`config.mk`:
```
export PLATFORM = sky130hd
export DESIGN_NAME = rom_arbiter
export DESIGN_NICKNAME = d
export VERILOG_FILES = /design/src/rtl/rom_arbiter.sv
export SDC_FILE = /design/constraint.sdc
export NUM_CORES = 1
export LEC_CHECK = 0
export ABC_AREA = 1
export CAP_MARGIN = 15
export CORE_MARGIN = 8
export CORE_UTILIZATION = 33
export DETAILED_ROUTE_END_ITERATION = 16
export PLACE_DENSITY = 0.8
export SETUP_SLACK_MARGIN = 0.1
export SKIP_LAST_GASP = 1
export SYNTH_ARGS = -nofsm -noshare
export SYNTH_HDL_FRONTEND = slang
export SYNTH_SLANG_ARGS = --single-unit
```
`constraint.sdc`:
```
create_clock -name clk_i -period 2.79 [get_ports clk_i]
set_clock_uncertainty 0.2 [all_clocks]
set_input_delay 0.4185 -clock clk_i [delete_from_list [all_inputs] [get_ports clk_i]]
set_output_delay 0.4185 -clock clk_i [all_outputs]
set_load 0.005 [all_outputs]
```
`src/rtl/rom_arbiter.sv`:
```
// Two-port arbiter sharing one combinational-read ROM between instruction fetch
// and the data path's read-only accesses. Data has priority; a streak limiter
// hands the ROM to fetch after STREAK_MAX consecutive contested data grants.
// Responses are registered and routed back to the owner one cycle later.
module rom_arbiter #(
    parameter int unsigned           ADDR_WIDTH = 32,
    parameter int unsigned           DATA_WIDTH = 32,
    parameter logic [ADDR_WIDTH-1:0] MEM_OFFSET = '0,
    parameter int unsigned           MEM_SIZE   = 65536,
    parameter int unsigned           STREAK_MAX = 4
) (
    input  logic                  clk_i,
    input  logic                  rst_i,

    input  logic                  if_req_i,
    input  logic [ADDR_WIDTH-1:0] if_addr_i,
    output logic                  if_gnt_o,
    output logic                  if_rvalid_o,
    output logic [DATA_WIDTH-1:0] if_rdata_o,
    output logic                  if_rerr_o,

    input  logic                  d_req_i,
    input  logic [ADDR_WIDTH-1:0] d_addr_i,
    output logic                  d_gnt_o,
    output logic                  d_rvalid_o,
    output logic [DATA_WIDTH-1:0] d_rdata_o,
    output logic                  d_rerr_o,

    output logic                  rom_ce_o,
    output logic [ADDR_WIDTH-1:0] rom_addr_o,
    input  logic [DATA_WIDTH-1:0] rom_data_i
);

    localparam int unsigned StreakWidth = $clog2(STREAK_MAX + 1);
    localparam logic [StreakWidth-1:0] StreakSat = StreakWidth'(STREAK_MAX);
    // One extra bit so OFFSET + SIZE cannot wrap at the top of the address space.
    localparam logic [ADDR_WIDTH:0] WinLo = {1'b0, MEM_OFFSET};
    localparam logic [ADDR_WIDTH:0] WinHi = WinLo + (ADDR_WIDTH + 1)'(MEM_SIZE);

    logic [StreakWidth-1:0] streak_q, streak_d;
    logic                   rvalid_q, rvalid_d;
    logic                   owner_q, owner_d;   // 0 = fetch, 1 = data
    logic                   rerr_q, rerr_d;
    logic [DATA_WIDTH-1:0]  rdata_q, rdata_d;

    logic                   if_gnt, d_gnt, any_gnt, fetch_turn, in_range;
    logic [ADDR_WIDTH-1:0]  gnt_addr;
    logic [ADDR_WIDTH:0]    gnt_addr_ext;

    // Grant decision and window check on the selected address.
    always_comb begin
        fetch_turn   = (streak_q == StreakSat);
        d_gnt        = ~rst_i & d_req_i & ~(if_req_i & fetch_turn);
        if_gnt       = ~rst_i & if_req_i & ~d_gnt;
        any_gnt      = if_gnt | d_gnt;
        gnt_addr     = d_gnt ? d_addr_i : if_addr_i;
        gnt_addr_ext = {1'b0, gnt_addr};
        in_range     = (gnt_addr_ext >= WinLo) && (gnt_addr_ext < WinHi);
    end

    // Next-state for the streak counter and the response registers.
    always_comb begin
        streak_d = '0;
        rvalid_d = any_gnt;
        owner_d  = owner_q;
        rerr_d   = rerr_q;
        rdata_d  = rdata_q;
        // Only data wins that keep fetch waiting extend the streak.
        if (d_gnt && if_req_i) begin
            streak_d = fetch_turn ? streak_q : streak_q + 1'b1;
        end
        if (any_gnt) begin
            owner_d = d_gnt;
            rerr_d  = ~in_range;
            rdata_d = in_range ? rom_data_i : '0;
        end
    end

    // State registers with synchronous reset.
    always_ff @(posedge clk_i) begin
        if (rst_i) begin
            streak_q <= '0;
            rvalid_q <= 1'b0;
            owner_q  <= 1'b0;
            rerr_q   <= 1'b0;
            rdata_q  <= '0;
        end else begin
            streak_q <= streak_d;
            rvalid_q <= rvalid_d;
            owner_q  <= owner_d;
            rerr_q   <= rerr_d;
            rdata_q  <= rdata_d;
        end
    end

    // Gating with rst_i drops a response whose grant preceded a reset cycle.
    always_comb begin
        if_gnt_o    = if_gnt;
        d_gnt_o     = d_gnt;
        rom_addr_o  = gnt_addr;
        rom_ce_o    = any_gnt & in_range;
        if_rvalid_o = rvalid_q & ~owner_q & ~rst_i;
        d_rvalid_o  = rvalid_q & owner_q & ~rst_i;
        if_rerr_o   = if_rvalid_o & rerr_q;
        d_rerr_o    = d_rvalid_o & rerr_q;
        if_rdata_o  = rdata_q;
        d_rdata_o   = rdata_q;
    end

endmodule

```
==> impl_metrics.env <==
export IMPL_status="finished clean"
export IMPL_via_per_inst=4.523
export IMPL_ys_seq_elements=38
export IMPL_tightest_slew_ns=0.3569
export IMPL_cts_buffers=5
export IMPL_cts_sinks=38
export IMPL_synth_cells=339
export IMPL_row_count=31
export IMPL_gr_total_overflow=0
export IMPL_cts_root_buf="clkbuf_8"
export IMPL_muxShareOfSynthArea_pct=0
export IMPL_via_count=2845
export IMPL_synthTopCellsByArea="dfxtp_1 (31%), nand2_1 (19%), nand3_2 (13%)"
export IMPL_core_area_um2=7253
export IMPL_synth_flop_cell="dfxtp_1"
export IMPL_num_io_pins=203
export IMPL_avgRoutedWirePerCell_um=15.48
export IMPL_die_y_um=102.5
export IMPL_timing_fmax_mhz=367.4
export IMPL_rrSetupSlack_ns=0.44
export IMPL_ant_nets=0
export IMPL_synth_fa_ha_area_share_pct=1.014
export IMPL_final_cells=629
export IMPL_cts_max_level=2
export IMPL_total_power_uw=1497
export IMPL_post_dp_cell_area_um2=4497
export IMPL_yosysWarningCount=0
export IMPL_yosys_top_cells_count="nand2_1 (125), dfxtp_1 (38), a21oi_1 (33)"
export IMPL_gp_congestion=0.8774
export IMPL_synth_top_family_by_area="simple AND/OR/NAND/NOR gates"
export IMPL_track_usage_pct=17.41
export IMPL_max_cap_viol_count=0
export IMPL_synth_seq_area_share_pct=30.83
export IMPL_grt_pass1_wl_um=14610
export IMPL_drive_above_1_share_pct=16.60
export IMPL_fill_cells=632
export IMPL_io_buffers=202
export IMPL_antenna_cells=0
export IMPL_die_area_um2=10500
export IMPL_finalSetupViolations=0
export IMPL_avgSynthCellArea_um2=7.278
export IMPL_async_flop_share_pct=0
export IMPL_rr_startpoint="streak_q[1]$_SDFFE_PP0P_"
export IMPL_synth_most_common_cell="nand2_1"
export IMPL_slew_headroom_pct=76.21
export IMPL_reg2reg_depth=15
export IMPL_synth_simple_area_share_pct=39.35
export IMPL_start_kind="primary input"
export IMPL_rsz0062_at_grt="true"
export IMPL_finalHoldViolCount=0
export IMPL_nets=631
export IMPL_worst_ep_arrival_time_ns=2.10
export IMPL_dieWidth_um=102.5
export IMPL_yosys_area_top_type_share_pct=30.83
export IMPL_critPathKind="primary input to output pin"
export IMPL_synth_compound_area_share_pct=9.280
export IMPL_wirelength_um=9739
export IMPL_start_util_pct=34.02
export IMPL_fin_area_um2=4748
export IMPL_cp_end_kind="output pin"
export IMPL_fin_crit_ns=2.722
export IMPL_syn_to_final_growth_pct=92.44
export IMPL_synth_xor_area_share_pct=0.3550
export IMPL_ys_types=28
export IMPL_cts_buffer_depth=2
export IMPL_crit_start="d_req_i"
export IMPL_fin_crit_sh_pct=97.55
export IMPL_final_max_slew_violation_count=0
export IMPL_grt_pass1_vias=2974
export IMPL_cts_tree="done"
export IMPL_p_leak_uw=0.002110
export IMPL_drc=0
export IMPL_dp_cells=618
export IMPL_hold_class="flip-flop to flip-flop"
export IMPL_p_per_area_nw_per_um2=315.3
export IMPL_synth_edf_count=0
export IMPL_cp_required_ns=2.17
export IMPL_synth_largest_area_cell="dfxtp_1"
export IMPL_crit_fanout=9
export IMPL_cp_endpoint="rom_addr_o[0]"
export IMPL_hpwl_um=7999
export IMPL_clk_pin_slew_worst_paths_ns=0.08
export IMPL_syn_cell_area_um2=2467
export IMPL_syn_nets=441
export IMPL_grt_max_degree=38
export IMPL_clock_latency_ns=0.28
export IMPL_worstReg2RegEnd="d_rdata_o[8]$_SDFFE_PP0P_"
export IMPL_whs_ns=0.2799
export IMPL_first_pass_iters=4
export IMPL_irDropWorstVdd_mv=0.1914
export IMPL_antenna_found_initial=0
export IMPL_drt_iter0_markers=93
[worst max-delay path, stage by stage]
cell	delay (ns)
clkdlybuf4s50_1	0.46
inv_1	0.07
nor2_4	0.12
nand2_4	0.09
buf_12	0.14
inv_8	0.08
buf_12	0.12
nand2_1	0.05
nand2_1	0.05
clkdlybuf4s50_1	0.50
[state kept, by name (all words and copies together) (netlist names)]
signal and count:
owner_q 1, d_rdata_o 32, rerr_q 1, rvalid_q 1, streak_q 3
[what timing repair did]
item | 4_1_cts | 5_1_grt
cloned | 0 | 1
resized for setup | 22 | 26
pin swaps | 0 | 2
hold buffers | 0 | 0
setup buffers | 1 | 1
setup endpoints to repair | 32 | 25
[layer usage]
| metal | GRT usage, % | routed length [µm] | up-vias |
|---|---|---|---|
| li1 | - | - | 1422 |
| met1 | 16.99 | 3394 | 1287 |
| met2 | 32.22 | 5055 | 128 |
| met3 | 8.106 | 1188 | 8 |
| met4 | 4.402 | 101 | 0 |
| met5 | 0 | 0 | - |
[area by class of cell]
cell class | instances | area [µm²] | area share (%)
clock buffers | 5 | 68.82 | 1.449
clock inverters | 3 | 68.82 | 1.449
inverters | 23 | 93.84 | 1.976
multi-input cells | 227 | 1251 | 26.35
flip-flops and latches | 38 | 760.7 | 16.02
well taps | 99 | 123.9 | 2.609
repair buffers | 234 | 2381 | 50.14
[cell usage in the layout (no fill, tap or decap), types with 2 or more instances in the layout]
cell type | netlist | layout
clkbuf_8 | 0 | 5
nor3_1 | 2 | 2
bufinv_16 | 0 | 2
buf_12 | 0 | 5
inv_1 | 22 | 22
a21oi_2 | 2 | 2
o21ai_2 | 2 | 3
buf_4 | 32 | 25
a21oi_1 | 33 | 33
nand2_2 | 3 | 2
nor4_1 | 4 | 3
nand3_1 | 7 | 7
nand2_1 | 125 | 125
nor2_1 | 7 | 7
nor2_8 | 2 | 2
nand3_2 | 31 | 31
dlygate4sd2_1 | 0 | 12
clkdlybuf4s50_1 | 0 | 167
dlymetal6s2s_1 | 0 | 22
dfxtp_1 | 38 | 38
[kinds of logic after synthesis]
kind of cell,count (synthesis)
buffers and inverters,74
adder cells (fa/ha/maj),2
flip-flops,38
AND/OR/NAND/NOR,184
AO/OA/AOI/OAI,40
XOR/XNOR,1
[per-stage QoR]
step	setup slack (ns)	setup TNS (ns)	utilization, %
4_1_cts	0.009699	0	64.19
2_1_floorplan	0.5007	0	-
6_report	0.06825	0	65.46
5_1_grt	-0.03568	-0.06204	65.46
3_3_place_gp	-0.2986	-1.655	62.00
3_5_place_dp	-0.3182	-1.977	62.00
[report_power, final]
part | internal (µW) | switching, µW
logic | 240 | 149
registers | 546 | 1.76
clock network | 358 | 202
[how the worst min path moves through the flow]
stage | startpoint | end | slack [ns] | cells past startpoint
floorplan | streak_q[0]$_SDFFE_PP0P_ | streak_q[0]$_SDFFE_PP0P_ | 0.23 | 1
global placement | d_rdata_o[9]$_SDFFE_PP0P_ | d_rdata_o[9]$_SDFFE_PP0P_ | 0.26 | 2
detailed placement | d_rdata_o[17]$_SDFFE_PP0P_ | d_rdata_o[17]$_SDFFE_PP0P_ | 0.27 | 2
CTS | d_rdata_o[17]$_SDFFE_PP0P_ | d_rdata_o[17]$_SDFFE_PP0P_ | 0.28 | 2
global route | d_rdata_o[17]$_SDFFE_PP0P_ | d_rdata_o[17]$_SDFFE_PP0P_ | 0.30 | 2
finish | d_rdata_o[0]$_SDFFE_PP0P_ | d_rdata_o[0]$_SDFFE_PP0P_ | 0.28 | 2
(Power assumes the default switching activity.)
